File: config.mk
export PLATFORM = sky130hd
export DESIGN_NAME = alu_op_sequencer
export DESIGN_NICKNAME = d
export VERILOG_FILES = /design/src/rtl/alu_seq_pkg.sv /design/src/rtl/alu_op_sequencer.sv
export SDC_FILE = /design/constraint.sdc
export NUM_CORES = 1
export LEC_CHECK = 0
export CAP_MARGIN = 20
export CELL_PAD_IN_SITES_DETAIL_PLACEMENT = 1
export CELL_PAD_IN_SITES_GLOBAL_PLACEMENT = 1
export CORE_ASPECT_RATIO = 1.4
export CORE_MARGIN = 2
export CORE_UTILIZATION = 33
export DETAILED_ROUTE_END_ITERATION = 8
export HOLD_SLACK_MARGIN = 0.05
export PLACE_DENSITY_LB_ADDON = 0.1
export SLEW_MARGIN = 40
export SYNTH_ARGS = -nofsm -noshare
export SYNTH_HDL_FRONTEND = slang
export SYNTH_SLANG_ARGS = --single-unit
File: constraint.sdc
create_clock -name clk -period 1.6 [get_ports clk]
set_input_delay 0.4 -clock clk [delete_from_list [all_inputs] [get_ports clk]]
set_output_delay 0.4 -clock clk [all_outputs]
set_load 0.005 [all_outputs]
File: src/rtl/alu_seq_pkg.sv
// Shared opcode, flag-index and FSM-state definitions for the ALU op sequencer.
// Opcodes 10-15 are outside the ALU's range and are treated as illegal by the sequencer.
package alu_seq_pkg;

   localparam logic [3:0] OP_AND  = 4'd0;
   localparam logic [3:0] OP_OR   = 4'd1;
   localparam logic [3:0] OP_ADD  = 4'd2;
   localparam logic [3:0] OP_INC  = 4'd3;
   localparam logic [3:0] OP_DEC  = 4'd4;
   localparam logic [3:0] OP_NOT  = 4'd5;
   localparam logic [3:0] OP_SUB  = 4'd6;
   localparam logic [3:0] OP_XOR  = 4'd7;
   localparam logic [3:0] OP_SHL  = 4'd8;
   localparam logic [3:0] OP_SHR  = 4'd9;
   localparam logic [3:0] OP_LAST = 4'd9;

   localparam int FLAG_ZERO  = 1;
   localparam int FLAG_CARRY = 0;

   typedef enum logic [1:0] {
      ST_IDLE = 2'd0,
      ST_EXEC = 2'd1,
      ST_DONE = 2'd2
   } seq_state_t;

   function automatic logic op_is_legal(input logic [3:0] op);
      return (op <= OP_LAST);
   endfunction

endpackage

File: src/rtl/alu_op_sequencer.sv
// Sequences one command at a time through an external ALUparam with an N-bit accumulator.
// Optional macro ALU_SEQ_CARRY_CHAIN_EN chains ALU carry-out into the flag-in of ADD/SUB.
module alu_op_sequencer
   import alu_seq_pkg::*;
#(
   parameter int N = 4
) (
   input  logic         clk,
   input  logic         rst_n,
   input  logic         cmd_valid,
   output logic         cmd_ready,
   input  logic [3:0]   cmd_op,
   input  logic [N-1:0] cmd_a,
   input  logic [N-1:0] cmd_b,
   input  logic         cmd_flagin,
   input  logic         cmd_use_acc,
   output logic [N-1:0] ALUA,
   output logic [N-1:0] ALUB,
   output logic [3:0]   ALUcontrol,
   output logic         ALUFLAGin,
   input  logic [N-1:0] ALUresult,
   input  logic [1:0]   ALUflags,
   output logic         res_valid,
   input  logic         res_ready,
   output logic [N-1:0] res_data,
   output logic         res_zero,
   output logic         res_carry,
   output logic         res_err
);

   seq_state_t   state_reg;
   logic [N-1:0] acc_reg;
   logic         legal_reg;
   logic         exec_wait_reg;
   logic         flagin_next;

`ifdef ALU_SEQ_CARRY_CHAIN_EN
   logic         carry_reg;
`endif

   // Flag-in is chosen at accept time so it is registered alongside the operands.
   always_comb begin
      flagin_next = cmd_flagin;
`ifdef ALU_SEQ_CARRY_CHAIN_EN
      if (cmd_op == OP_ADD || cmd_op == OP_SUB) begin
         flagin_next = carry_reg;
      end
`endif
   end

   always_ff @(posedge clk or negedge rst_n) begin
      if (!rst_n) begin
         state_reg     <= ST_IDLE;
         cmd_ready     <= 1'b1;
         res_valid     <= 1'b0;
         res_data      <= '0;
         res_zero      <= 1'b0;
         res_carry     <= 1'b0;
         res_err       <= 1'b0;
         ALUA          <= '0;
         ALUB          <= '0;
         ALUcontrol    <= '0;
         ALUFLAGin     <= 1'b0;
         acc_reg       <= '0;
         legal_reg     <= 1'b0;
         exec_wait_reg <= 1'b0;
`ifdef ALU_SEQ_CARRY_CHAIN_EN
         carry_reg     <= 1'b0;
`endif
      end else begin
         case (state_reg)
            ST_IDLE: begin
               if (cmd_valid) begin
                  ALUA          <= cmd_use_acc ? acc_reg : cmd_a;
                  ALUB          <= cmd_b;
                  ALUcontrol    <= cmd_op;
                  ALUFLAGin     <= flagin_next;
                  legal_reg     <= op_is_legal(cmd_op);
                  exec_wait_reg <= 1'b1;
                  cmd_ready     <= 1'b0;
                  state_reg     <= ST_EXEC;
               end
            end

            // EXEC spans two cycles: the first lets the registered operands settle
            // through the ALU, the second captures its result.
            ST_EXEC: begin
               if (exec_wait_reg) begin
                  exec_wait_reg <= 1'b0;
               end else begin
                  if (legal_reg) begin
                     res_data  <= ALUresult;
                     res_zero  <= ALUflags[FLAG_ZERO];
                     res_carry <= ALUflags[FLAG_CARRY];
                     res_err   <= 1'b0;
                     acc_reg   <= ALUresult;
`ifdef ALU_SEQ_CARRY_CHAIN_EN
                     carry_reg <= ALUflags[FLAG_CARRY];
`endif
                  end else begin
                     res_data  <= '0;
                     res_zero  <= 1'b1;
                     res_carry <= 1'b0;
                     res_err   <= 1'b1;
                  end
                  res_valid <= 1'b1;
                  state_reg <= ST_DONE;
               end
            end

            ST_DONE: begin
               if (res_ready) begin
                  res_valid <= 1'b0;
                  cmd_ready <= 1'b1;
                  state_reg <= ST_IDLE;
               end
            end

            default: begin
               res_valid <= 1'b0;
               cmd_ready <= 1'b1;
               state_reg <= ST_IDLE;
            end
         endcase
      end
   end

endmodule

Yosys cells after proc, flatten, opt, wreduce, memory -nomap -nowiden
Cells that the tools add are included.
{"block": "op_classes", "n_eq_ne": 5, "bitwise": 3, "n_mux": 17, "reduce_logical": 9, "n_lt_le_gt_ge": 1}
{"operator": "AND reduction 3 bit", "count": 4}
{"operator": "2-to-1 mux 1 bit", "count": 8}
{"operator": "2-to-1 mux 4 bit", "count": 2}
{"operator": "2-to-1 mux 2 bit", "count": 3}
{"operator": "inequality test 2 bit, second input constant", "count": 3}
{"operator": "case mux 1 bit (3 select lines)", "count": 2}
{"operator": "case mux 2 bit (3 select lines)", "count": 1}
{"operator": "AND reduction 2 bit", "count": 3}
{"operator": "<= comparator 4 bit, second input constant", "count": 1}
{"operator": "NOT 1 bit", "count": 3}
{"operator": "equality test 2 x 1 -> 1 bit, second input constant", "count": 1}
{"operator": "equality test 2 bit, second input constant", "count": 1}
{"operator": "zero test 2 bit", "count": 1}
{"operator": "case mux 1 bit (2 select lines)", "count": 1}
{"operator": "nonzero test 2 bit", "count": 1}
{"block": "word_totals", "reg_bits": 30, "inputBits": 24, "wordCells": 49}

Depth between registers and ports, before layout
{"block": "logic_depth", "depth_word": 3, "depth_mapped": 6, "mapped_depth_nobuf": 3}

Worst setup path after synthesis
OpenSTA, ideal clock, no wires.
{"block": "synth_timing", "kind": "reg2reg", "startpoint": "reg state_reg[1]", "endpoint": "reg ALUB[0]", "t_required_ps": 1475, "n_path_buf": 2, "synth_period_minus_slack_ps": 1275, "t_arrival_ps": 1150, "stages_incl_launch_ff": 5, "setup_ps": 125, "slack_ps": 325, "cell_sequence": "dfrtp_1 > buf_6 > nor3b_2 > buf_6 > mux2_2"}
{"block": "synth_via", "elab_chain_cells": 2}
{"element": "from (decl)", "line": "alu_op_sequencer.sv:31", "rtl": "seq_state_t state_reg;"}
{"element": "from (signal assigned)", "line": "alu_op_sequencer.sv:53", "rtl": "state_reg <= ST_IDLE;"}
{"element": "from (signal assigned)", "line": "alu_op_sequencer.sv:81", "rtl": "state_reg <= ST_EXEC;"}
{"element": "from (signal assigned)", "line": "alu_op_sequencer.sv:107", "rtl": "state_reg <= ST_DONE;"}
{"element": "zero test 2 bit", "line": "alu_op_sequencer.sv:71", "rtl": "case (state_reg)"}
{"element": "AND reduction 2 bit (no line)"}
{"element": "to (signal assigned)", "line": "alu_op_sequencer.sv:75", "rtl": "ALUB <= cmd_b;"}
{"element": "to (decl)", "line": "alu_op_sequencer.sv:18", "rtl": "output logic [N-1:0] ALUB,"}
Every way passes these cells.
A chain may end at the register's enable or synchronous reset.

Final worst setup path
{"block": "layout_timing", "startpoint": "reg res_zero", "endpoint": "out res_zero"}
{"element": "from (decl)", "line": "alu_op_sequencer.sv:26", "rtl": "output logic res_zero,"}
{"element": "from (signal assigned)", "line": "alu_op_sequencer.sv:93", "rtl": "res_zero <= ALUflags[FLAG_ZERO];"}
No word-level cell between the ends.

==> flow_summary.json <==
{
  "register_area_um2": 752,
  "core_region_area_um2": 3680,
  "nets": 177,
  "n_fill_cell": 409,
  "grt_pass1_vias": 1084,
  "crit_chain": "clkdlybuf4s50_1",
  "finalInstanceArea_um2": 1850,
  "hold_buffers": 0,
  "dp_hpwl_um": 2300,
  "die-area_um2": 4410,
  "vdd_ir_drop_max_uv": 905,
  "hold_viol": 0,
  "worstSetupEndpointType": "output port",
  "outcome": "finished clean",
  "drtIter0Drc": 16,
  "reg2reg_depth": 3,
  "cts_buffers": 5,
  "swShare": 0.312,
  "grt_pass1_wl_um": 5460,
  "routed_wl_um": 3020,
  "min_path_type": "in -> async",
  "worstSetupStartpointType": "flip-flop",
  "dpl_cell_area_um2": 1780,
  "yosys_warnings": 0,
  "p_leak_nw": 0.832,
  "synth-main-ff-cell": "dfrtp_1",
  "rsz0062_at_grt": "no",
  "cp_num_cells": 1,
  "io_pins": 46,
  "die_h_um": 77.8,
  "cts_max_level": 2,
  "synth_area_per_cell_um2": 12.3,
  "setup_viol": 0,
  "cp.required_ps": 1200,
  "route.detailed.drc": 0,
  "met2_usage": 0.287,
  "cts.repair.resized": 1,
  "antenna_left": 0,
  "clockBufferDepth": 2,
  "dr.pass1.iters": 4,
  "globalRoute.totalOverflow": 0,
  "finalSetupTns_ps": 0,
  "insertion_delay_ps": 270,
  "crit_buf_inv": 1,
  "syn_nets": 128,
  "dieWidth_um": 56.7,
  "powerDensity_nw_per_um2": 1790,
  "antenna_cells": 0,
  "vias": 932,
  "grt_util_met1": 0.174,
  "multi_input_area_um2": 455,
  "relSlewSlack": 0.728,
  "fin_crit_sh": 0.965,
  "async_reset_ff_frac": 1.00,
  "worst_pin_slew_ps": 407,
  "cts_tree": "built",
  "critical_path_arrival_ps": 1140,
  "clock.fmax_ghz": 0.648,
  "path_delay_family": "buffers and inverters",
  "crit_type": "reg -> out",
  "use_met3": 0.0617,
  "grt_max_degree": 31,
  "clkTransAtPathRegs_ps": 60,
  "ys_ff_latch": 30,
  "syn_area_um2": 1280,
  "final.setup_skew_ps": 1.57,
  "grt.busiest_layer": "met2",
  "period_minus_slack_ps": 1540,
  "row_count": 26,
  "p_int_w": 0.00228,
  "crit_fanout": 2,
  "drv_slew": 0,
  "detail_route.wl_per_cell_um": 15.5,
  "post_synth_num_cell_types": 28,
  "synth_edf_count": 0,
  "antenna_found_initial": 0,
  "post_cts_buffers": 0,
  "pwr-share-seq": 0.430,
  "post_route_cells_drive_above_1_share": 0.183,
  "cpPeakStageDelay_ps": 530,
  "clkSinkCount": 30,
  "p_sw_w": 0.00104,
  "gp_congestion": 0.735,
  "ys_seq_area_frac": 0.586,
  "viasPerCell": 4.78,
  "syn_inst": 104,
  "power_frac_clock": 0.164,
  "root_buffer": "clkbuf_8",
  "area_delta_synth_final_pct": 44.6,
  "start_util": 0.349,
  "track_usage": 0.163,
  "cpMaxStageDelayCell": "clkdlybuf4s50_1",
  "p_comb_frac": 0.407,
  "maxCapViolCount": 0,
  "io_buffers": 45
}
-- power by group through the flow --
| stage | Combinational [W] | Sequential (W) | Clock, W |
|---|---|---|---|
| final | 0.00135 | 0.00143 | 0.000543 |
| after global routing | 0.00151 | 0.00149 | 0.000607 |
| after CTS | 0.00139 | 0.00144 | 0.000570 |
| after detailed placement | 0.00138 | 0.00145 | 0 |
| after global placement | 0.00133 | 0.00142 | 0 |
| after floorplan | 0.000747 | 0.00134 | 0 |
-- cell usage in the layout, fill, tap and decap left out, drive strengths merged, types with 2 or more instances in the layout --
master	netlist	routed
a21bo	4	4
a21oi	9	9
buf	6	4
clkbuf	1	7
clkdlybuf4s50	0	43
dfrtp	29	29
inv	3	3
mux2	9	9
mux2i	4	4
nand2	16	16
nand3	5	5
nor2	7	7
nor3b	2	2
o21ai	2	2
-- metrics by stage --
step / hold WS [ps] / total power [W] / std cells / utilization / worst slack (ps)
finish: 476 / 0.00332 / 195 / 0.504 / 55.8
global route: 491 / 0.00361 / 195 / 0.504 / 16.1
CTS: 482 / 0.00339 / 195 / 0.504 / 34.8
detailed placement: 469 / 0.00283 / 188 / 0.483 / -161
global placement: 451 / 0.00276 / 188 / 0.483 / -112
floorplan: 104 / 0.00208 / 104 / - / 325
-- cells by family after synthesis --
logic type | count (synthesis) | share of synthesized area
compound gates | 18 | 0.116
buf+inv | 10 | 0.0585
flops | 30 | 0.586
mux | 13 | 0.110
simple gates | 33 | 0.129
-- cells in the mapped netlist, types with 2 or more instances --
master | n | area share
mux2_2 | 9 | 0.079
dfrtp_1 | 29 | 0.57
nor2_1 | 7 | 0.020
a21oi_2 | 4 | 0.027
a21oi_1 | 5 | 0.020
buf_6 | 2 | 0.018
nand3_1 | 5 | 0.020
inv_1 | 3 | 0.0088
mux2i_1 | 4 | 0.031
a21bo_1 | 4 | 0.031
nand2_1 | 15 | 0.044
-- worst paths after layout --
check | startpoint | end | slack, ps
worst min-delay path | rst_n | acc_reg[3] | 480
max in group asynchronous | rst_n | cmd_ready | 870
worst max-delay path | res_zero | res_zero | 60
min in group clk | res_data[3] | res_data[3] | 480
worst min register to register | res_data[3] | res_data[3] | 480
worst max register to register | state_reg[1] | ALUB[0] | 180
-- routing by layer --
layer | up-vias | wire length [µm]
li1 | 445 | -
met4 | 0 | 31
met1 | 460 | 1050
met2 | 23 | 1760
met5 | - | 0
met3 | 4 | 178
-- area by class of cell --
type,instances,share of cell area
sequential,30,0.406
timing repair buffer,49,0.273
multi-input combinational,64,0.246
clock buffer,7,0.0412
tap,42,0.0283
inverter,3,0.00607
Power figures use the tool's default switching activity.
